--- src/rtl/program_loader_ctrl.sv ---
// Program loader: packs a byte stream into 32-bit imem writes while holding the core in reset,
// then releases the core and watches gp for riscv-tests completion or a cycle timeout.
module program_loader_ctrl #(
  parameter int unsigned WIDTH          = 32,
  parameter int unsigned IMEM_DEPTH     = 512,
  parameter int unsigned TIMEOUT_CYCLES = 4096
) (
  input  logic             clock,
  input  logic             reset,
  input  logic             start,
  input  logic [WIDTH-1:0] lenBytes,
  input  logic [7:0]       rxData,
  input  logic             rxValid,
  output logic             rxReady,
  output logic             cpuReset,
  output logic             insMemEn,
  output logic [WIDTH-1:0] insMemAddr,
  output logic [WIDTH-1:0] insMemDataIn,
  input  logic [WIDTH-1:0] gp,
  output logic             running,
  output logic             done,
  output logic             pass,
  output logic             timeout,
  output logic             overflow,
  output logic [WIDTH-1:0] failId,
  output logic [WIDTH-1:0] cycleCount
);

  typedef enum logic [2:0] {StIdle, StLoad, StDrain, StRun, StDone} st_e;

  st_e              r_state;
  logic [WIDTH-1:0] r_len;
  logic [WIDTH-1:0] r_byte_cnt;
  logic [WIDTH-1:0] r_pack;
  logic             r_cpu_reset;
  logic             r_mem_en;
  logic [WIDTH-1:0] r_mem_addr;
  logic [WIDTH-1:0] r_mem_data;
  logic             r_done;
  logic             r_pass;
  logic             r_timeout;
  logic             r_overflow;
  logic [WIDTH-1:0] r_fail_id;
  logic [WIDTH-1:0] r_cycle_count;

  logic [1:0]       w_lane;
  logic [WIDTH-1:0] w_word;
  logic [WIDTH-1:0] w_word_addr;
  logic             w_last;
  logic             w_oob;

  assign w_lane      = r_byte_cnt[1:0];
  assign w_word      = r_pack | (WIDTH'(rxData) << {w_lane, 3'b000});
  assign w_word_addr = {r_byte_cnt[WIDTH-1:2], 2'b00};
  assign w_last      = (r_byte_cnt == r_len - WIDTH'(1));
  // Any byte of the word landing past the end of imem suppresses the whole write.
  assign w_oob       = (w_word_addr + WIDTH'(3)) >= WIDTH'(IMEM_DEPTH);

  assign rxReady      = (r_state == StLoad);
  assign running      = (r_state == StRun);
  assign cpuReset     = r_cpu_reset;
  assign insMemEn     = r_mem_en;
  assign insMemAddr   = r_mem_addr;
  assign insMemDataIn = r_mem_data;
  assign done         = r_done;
  assign pass         = r_pass;
  assign timeout      = r_timeout;
  assign overflow     = r_overflow;
  assign failId       = r_fail_id;
  assign cycleCount   = r_cycle_count;

  always_ff @(posedge clock) begin
    if (reset) begin
      r_state       <= StIdle;
      r_len         <= '0;
      r_byte_cnt    <= '0;
      r_pack        <= '0;
      r_cpu_reset   <= 1'b1;
      r_mem_en      <= 1'b0;
      r_mem_addr    <= '0;
      r_mem_data    <= '0;
      r_done        <= 1'b0;
      r_pass        <= 1'b0;
      r_timeout     <= 1'b0;
      r_overflow    <= 1'b0;
      r_fail_id     <= '0;
      r_cycle_count <= '0;
    end else begin
      r_mem_en <= 1'b0;
      case (r_state)
        StIdle, StDone: begin
          if (start) begin
            r_len         <= lenBytes;
            r_byte_cnt    <= '0;
            r_pack        <= '0;
            r_done        <= 1'b0;
            r_pass        <= 1'b0;
            r_timeout     <= 1'b0;
            r_overflow    <= 1'b0;
            r_fail_id     <= '0;
            r_cycle_count <= '0;
            if (lenBytes != '0) begin
              r_state <= StLoad;
            end else begin
              r_state     <= StRun;
              r_cpu_reset <= 1'b0;
            end
          end
        end
        StLoad: begin
          if (rxValid) begin
            r_byte_cnt <= r_byte_cnt + WIDTH'(1);
            if (w_lane == 2'd3 || w_last) begin
              r_pack     <= '0;
              r_mem_addr <= w_word_addr;
              r_mem_data <= w_word;
              if (w_oob) r_overflow <= 1'b1;
              else       r_mem_en   <= 1'b1;
            end else begin
              r_pack <= w_word;
            end
            if (w_last) r_state <= StDrain;
          end
        end
        StDrain: begin
          r_state     <= StRun;
          r_cpu_reset <= 1'b0;
        end
        StRun: begin
          if (gp != '0) begin
            r_state     <= StDone;
            r_cpu_reset <= 1'b1;
            r_done      <= 1'b1;
            r_pass      <= (gp == WIDTH'(1));
            r_fail_id   <= gp >> 1;
            r_timeout   <= 1'b0;
          end else if (r_cycle_count == WIDTH'(TIMEOUT_CYCLES - 1)) begin
            r_state       <= StDone;
            r_cpu_reset   <= 1'b1;
            r_done        <= 1'b1;
            r_pass        <= 1'b0;
            r_timeout     <= 1'b1;
            r_cycle_count <= WIDTH'(TIMEOUT_CYCLES);
          end else begin
            r_cycle_count <= r_cycle_count + WIDTH'(1);
          end
        end
        default: r_state <= StIdle;
      endcase
    end
  end

endmodule

--- config.mk ---
export PLATFORM = sky130hd
export DESIGN_NAME = program_loader_ctrl
export DESIGN_NICKNAME = d
export VERILOG_FILES = /design/src/rtl/program_loader_ctrl.sv
export SDC_FILE = /design/constraint.sdc
export NUM_CORES = 1
export LEC_CHECK = 0
export ABC_AREA = 1
export CELL_PAD_IN_SITES_DETAIL_PLACEMENT = 1
export CELL_PAD_IN_SITES_GLOBAL_PLACEMENT = 1
export CORE_ASPECT_RATIO = 2
export CORE_MARGIN = 5
export CORE_UTILIZATION = 34
export DETAILED_ROUTE_END_ITERATION = 7
export PLACE_DENSITY_LB_ADDON = 0.1
export SETUP_SLACK_MARGIN = 0.5
export SYNTH_ARGS = -nofsm -noshare
export SYNTH_HDL_FRONTEND = slang
export SYNTH_SLANG_ARGS = --single-unit
--- constraint.sdc ---
create_clock -name clock -period 2.55 [get_ports clock]
set_clock_uncertainty 0.2 [all_clocks]
set_input_delay 0.6375 -clock clock [delete_from_list [all_inputs] [get_ports clock]]
set_output_delay 0.6375 -clock clock [all_outputs]
set_load 0.02 [all_outputs]
==> results of run 1 <==
[cells in the mapped netlist (all sizes together)]
cell    number
clkinv       2
nor3b        5
a22oi        4
o41ai        1
dfxtp      230
o311ai       1
nor3        46
o21bai      35
nand4       41
a41oi        1
and2         2
buf         24
ha           3
conb         1
o22a         1
nand3b       8
nor4        24
a31o         1
and3         1
nand3      128
o31ai        1
o21ai       61
or2          3
o21a         5
a21oi      189
clkbuf      63
a21boi       2
xnor2       20
o221a        1
nor2       218
a221oi       2
a31oi        3
xor2        23
nand2      418
inv        125
[final cells by class]
cell class / instances / area (um2)
fillers: 4197 / 15500
multi-input cells: 1251 / 7260
repair buffers: 485 / 4750
flip-flops and latches: 230 / 4700
clock buffers: 33 / 654
well taps: 441 / 552
inverters: 127 / 507
clock inverters: 9 / 143
diodes: 2 / 5.00
[report_power, final]
group | switching (mW) | internal [mW] | leakage, nW
Sequential | 0.252 | 3.83 | 1.89
Clock | 1.58 | 2.11 | 0.376
Combinational | 3.37 | 2.39 | 6.43
Total | 5.20 | 8.33 | 8.69
[sequential cells by signal, summed over array words and instances, names as in the netlist, 3 cells and up]
register	cells
cycleCount	32
insMemDataIn	32
r_byte_cnt	32
r_len	32
r_pack	32
failId	31
insMemAddr	30
r_state	3
[stage by stage]
step	util [%]	TNS [ns]	instances	hold slack [ns]	total power, mW
floorplan	-	0	1695	0.237	6.71
global placement	46.4	-53.13	2464	0.239	8.86
detailed placement	46.4	-58.03	2464	0.251	8.96
CTS	50.8	-15.93	2544	0.261	13.1
global route	54.5	-32.45	2578	0.240	14.2
finish	54.5	-20.58	2578	0.220	13.5
[layer usage]
metal	vias to the layer above	global-route usage [%]
met3	133	2.97
li1	6437	-
met4	2	15.7
met5	-	0
met1	6620	23.9
met2	283	53.5
[worst reg2reg max path: cells and delay by family (launching register included)]
family	cells	cell delay, ns
compound gates	1	0.05
xor+xnor	1	0.15
flops	1	0.33
fa+ha+maj	1	0.15
buf+inv	4	0.55
simple gates	10	1.22
[worst paths after layout]
kind | startpoint | end | depth (start not counted)
worst max register to register | r_len[1] | insMemDataIn[8] | 17
worst min register to register | insMemAddr[22] | insMemAddr[22] | 2
worst min-delay path | lenBytes[17] | r_len[17] | 3
worst max-delay path | r_len[1] | insMemDataIn[8] | 17
[cell families after synthesis]
kind of cell / synth area share, %
AND/OR/NAND/NOR: 34.4
flip-flops: 39.5
adder cells (fa/ha/maj): 0.322
AO/OA/AOI/OAI: 14.5
XOR/XNOR: 3.29
buffers and inverters: 7.95
other: 0.0322
[cells in the final DEF, fill, tap and decap left out, drive strengths merged, types with 4 or more instances in the layout]
cell / netlist / layout
a22oi: 4 / 4
nand2: 418 / 418
clkbuf: 63 / 40
o21bai: 35 / 35
nor3b: 5 / 5
o21a: 5 / 5
clkinv: 2 / 4
xor2: 23 / 23
nor2: 218 / 218
nor4: 24 / 24
nand4: 41 / 41
o21ai: 61 / 61
xnor2: 20 / 20
nand3: 128 / 128
nor3: 46 / 46
nand3b: 8 / 8
dlymetal6s2s: 0 / 84
inv: 125 / 126
dlygate4sd2: 0 / 25
clkdlybuf4s15: 0 / 11
buf: 24 / 311
clkdlybuf4s50: 0 / 47
a21oi: 189 / 189
dfxtp: 230 / 230
[timing repair]
action                                  CTS  global route
hold endpoints to repair                  0             0
endpoints found under the setup margin  324           296
pin swaps                                64            77
buffers inserted                         34            25
gates resized for setup                 376           291
cloned                                    4             7
==> results.toml, run 1 <==
[run_status]
status = "finished with violations"
failed_checks = "setup timing"

[place]
place_ws_ns = -0.499
numPortBuffers = 208
gp_congestion = 0.929
dp_hpwl_um = 39500
placed_cell_area_mm2 = 0.0158

[detailed_routing]
route.met2.wl_um = 31400
wirelength_um = 54400
remaining_drc_errors = 0
drtIter0Drc = 528
highest_layer = "met5"
via_per_inst = 5.23
wire_per_inst_um = 21.1
vias = 13475
drt-met1-wl_um = 17800
ant_nets = 0
drt_first_pass_iters = 4
wl_met3_um = 1580

[finish]
drive_gt1_share_pct = 32.6
syn2layout_area_growth_pct = 59.3
nets = 2198
finalInstanceArea_mm2 = 0.0186

[floorplanning]
start_util_pct = 34.2
num_rows = 96
num_io_pins = 212
coreArea_mm2 = 0.0341
dieArea_mm2 = 0.0383
chipHeight_um = 272
die_w_um = 141

[clocking]
clk_latency_ns = 0.55
cts_tree = "done"
numCtsBuffers = 24
postCtsHoldBufs = 0
ctsLongestPathBuffers = 3
clockRootBuffer = "clkbuf_16"
htree_levels = 1
numClockSinks = 230
path_clk_slew_ns = 0.07

[synthesis]
synth-seq-cells = 230
synthTopCellsByArea = "dfxtp_1 39%, nand2_1 13%, a21oi_1 8.1%"
syn_area_mm2 = 0.0117
ys_warn_count = 0
synth_cell_type_count = 51
syn_inst = 1693
yosysSeqAreaShare_pct = 39.5
synth_top_cell_by_area = "dfxtp_1"
synth_top_area_share_pct = 39.5
synth_area_per_cell_um2 = 6.89

[sta]
hold_viol = 0
layout_worst_path_cycle_share_pct = 110
grt_setup_unrepaired = "true"
setup_slack_ns = -0.249
fmax_mhz = 357
setup_violations = 99
period_needed_ns = 2.80
finalMaxSlewViolations = 0
relSlewSlack_pct = 61.3
worst_pin_slew_ns = 0.580

[worst_setup_path]
endpoint_kind = "flip-flop"
cp-start-kind = "flip-flop"
required_ns = 2.76
worstPathMaxFanout = 9
path_class = "reg -> reg"
slowest_delay_ns = 0.33
crit_slowest_cell = "dfxtp_2"
rrSetupSlack_ns = -0.25
cp_top_family = "simple AND/OR/NAND/NOR gates"
worstPathCellList = "inv_2, ha_4, nand2_4, nor2_8, nand2_2, buf_6, xor2_2, nor2_1, nand3b_1, nor2_1, nand3_2, nand2_2, buf_12, nand2_8, clkbuf_16, nand2_1, a21oi_2"
path_buf_inv = 4
critPathArrivalTime_ns = 3.01

[global_routing]
grt_pass1_vias = 14451
track_usage_pct = 26.3
grt_start_max_net_pins = 112
grt_overflow = 0
antenna_found_initial = 3
grt_pass1_wl_um = 79200

[power_and_ir_drop]
powerDensity_mw_per_mm2 = 728
leakage_nw = 8.69
irDropWorstVdd_v = 0.000538

[job]
drv_cap = 0

[worst_hold_path]
hold_class = "in -> reg"
(Power assumes the default switching activity.)
==> run 2, diff against run 1 <==
Settings changed: SKIP_CTS_REPAIR_TIMING from default to 1.
==> results.toml, run 2 (synthesized netlist as in run 1, its figures left out) <==
[run_status]
status = "finished with violations"
failed_checks = "setup timing"

[floorplanning]
chipHeight_um = 272
die_w_um = 141
num_io_pins = 212
num_rows = 96
coreArea_mm2 = 0.0341
start_util_pct = 34.2
dieArea_mm2 = 0.0383

[worst_setup_path]
worstPathMaxFanout = 7
critPathArrivalTime_ns = 3.06
cp-start-kind = "flip-flop"
reg2reg_to = "insMemDataIn[11]"
rrSetupSlack_ns = -0.31
timing.rr.start = "r_len[1]"
path_class = "reg -> reg"
endpoint_kind = "flip-flop"
required_ns = 2.75
r2r_cells = 17

[power_and_ir_drop]
leakage_nw = 7.69
powerDensity_mw_per_mm2 = 744
irDropWorstVdd_v = 0.000507

[clocking]
cts_tree = "done"
numClockSinks = 230
clockRootBuffer = "clkbuf_16"
htree_levels = 1
ctsLongestPathBuffers = 3
numCtsBuffers = 24
clk_latency_ns = 0.54
path_clk_slew_ns = 0.06

[detailed_routing]
drtIter0Drc = 537
drt_first_pass_iters = 4
ant_nets = 0
via_per_inst = 5.25
remaining_drc_errors = 0
wirelength_um = 53900
vias = 13472
wire_per_inst_um = 21.0

[place]
placed_cell_area_mm2 = 0.0158
dp_hpwl_um = 39500
numPortBuffers = 208
placed_cells = 2464
gp_congestion = 0.929

[finish]
mostFrequentLayoutCell = "nand2_1"
finish.utilization_pct = 53.5
finalInstanceArea_mm2 = 0.0182
nets = 2185
syn2layout_area_growth_pct = 56.4
drive_gt1_share_pct = 30.2
final_cell_mix = "348 x nand2_1, 212 x buf_4, 185 x dfxtp_1"
finalNonFillerCells = 2565
seqCellArea_mm2 = 0.00468
multiInputGateArea_mm2 = 0.00717
fill_cells = 4232

[job]
drv_cap = 0

[worst_hold_path]
hold_depth = 3
hold-path-endpoint = "failId[24]"
hold_class = "in -> reg"
min-delay-start = "gp[25]"

[sta]
fmax_mhz = 350
worst_pin_slew_ns = 0.552
finalMaxSlewViolations = 0
period_needed_ns = 2.86
setup_slack_ns = -0.310
hold_viol = 0
layout_worst_path_cycle_share_pct = 112
setup_violations = 99
grt_setup_unrepaired = "true"
setup_tns_ns = -23.90
relSlewSlack_pct = 63.2

[global_routing]
grt_overflow = 0
grt_start_max_net_pins = 112
antenna_found_initial = 2
grt_pass1_wl_um = 76100
grt_pass1_vias = 13951
track_usage_pct = 25.2
-- run 2: metrics by stage --
stage          power, mW  worst slack (ns)  hold WS [ns]
4_1_cts             12.7            -0.455         0.261
6_report            13.6            -0.310         0.191
3_5_place_dp        8.96            -0.499         0.251
5_1_grt             14.2            -0.388         0.205
2_1_floorplan       6.71             0.209         0.237
3_3_place_gp        8.86            -0.452         0.239
-- run 2: worst max path at each step --
stage	start	to	slack (ns)	cells after the start
floorplan	r_len[0]	insMemDataIn[19]	0.21	18
global placement	gp[29]	cycleCount[24]	-0.45	13
detailed placement	gp[30]	cycleCount[16]	-0.50	14
CTS	r_len[13]	insMemAddr[14]	-0.46	18
global route	r_len[0]	insMemDataIn[8]	-0.39	18
finish	r_len[1]	insMemDataIn[11]	-0.31	17
-- run 2: cell type report --
class                           count  area share, %
Sequential cell                   230           25.7
Antenna cell                        2         0.0274
Clock buffer                       33           3.59
Timing Repair Buffer              471           24.8
Tap cell                          441           3.03
Multi-Input combinational cell   1252           39.3
Inverter                          127           2.78
Clock inverter                      9          0.782
-- run 2: where the power goes --
part / switching (mW) / total (mW) / internal, mW
clock network: 1.58 / 3.69 / 2.11
logic: 3.37 / 5.80 / 2.43
registers: 0.243 / 4.07 / 3.83
-- run 2: worst max-delay path: stages, from the launching register on --
cell and delay [ns]:
dfxtp_2 0.33, inv_2 0.07, ha_4 0.15, nand2_4 0.07, nor2_8 0.22, nand2_4 0.08
buf_6 0.12, xor2_1 0.15, nor2_1 0.13, nand3b_1 0.14, nor2_1 0.18, nand3_2 0.16
nand2_4 0.12, buf_12 0.15, nand2_8 0.10, clkbuf_16 0.20, nand2_1 0.07, a21oi_1 0.06
-- run 2: routing by layer --
metal  track usage, %  wire length [um]  up-vias
met1             23.0             17600     6635
met5                0                 0        -
met3             3.09              1580      128
li1                 -                 -     6415
met2             51.0             31500      294
met4             15.1              3260        0
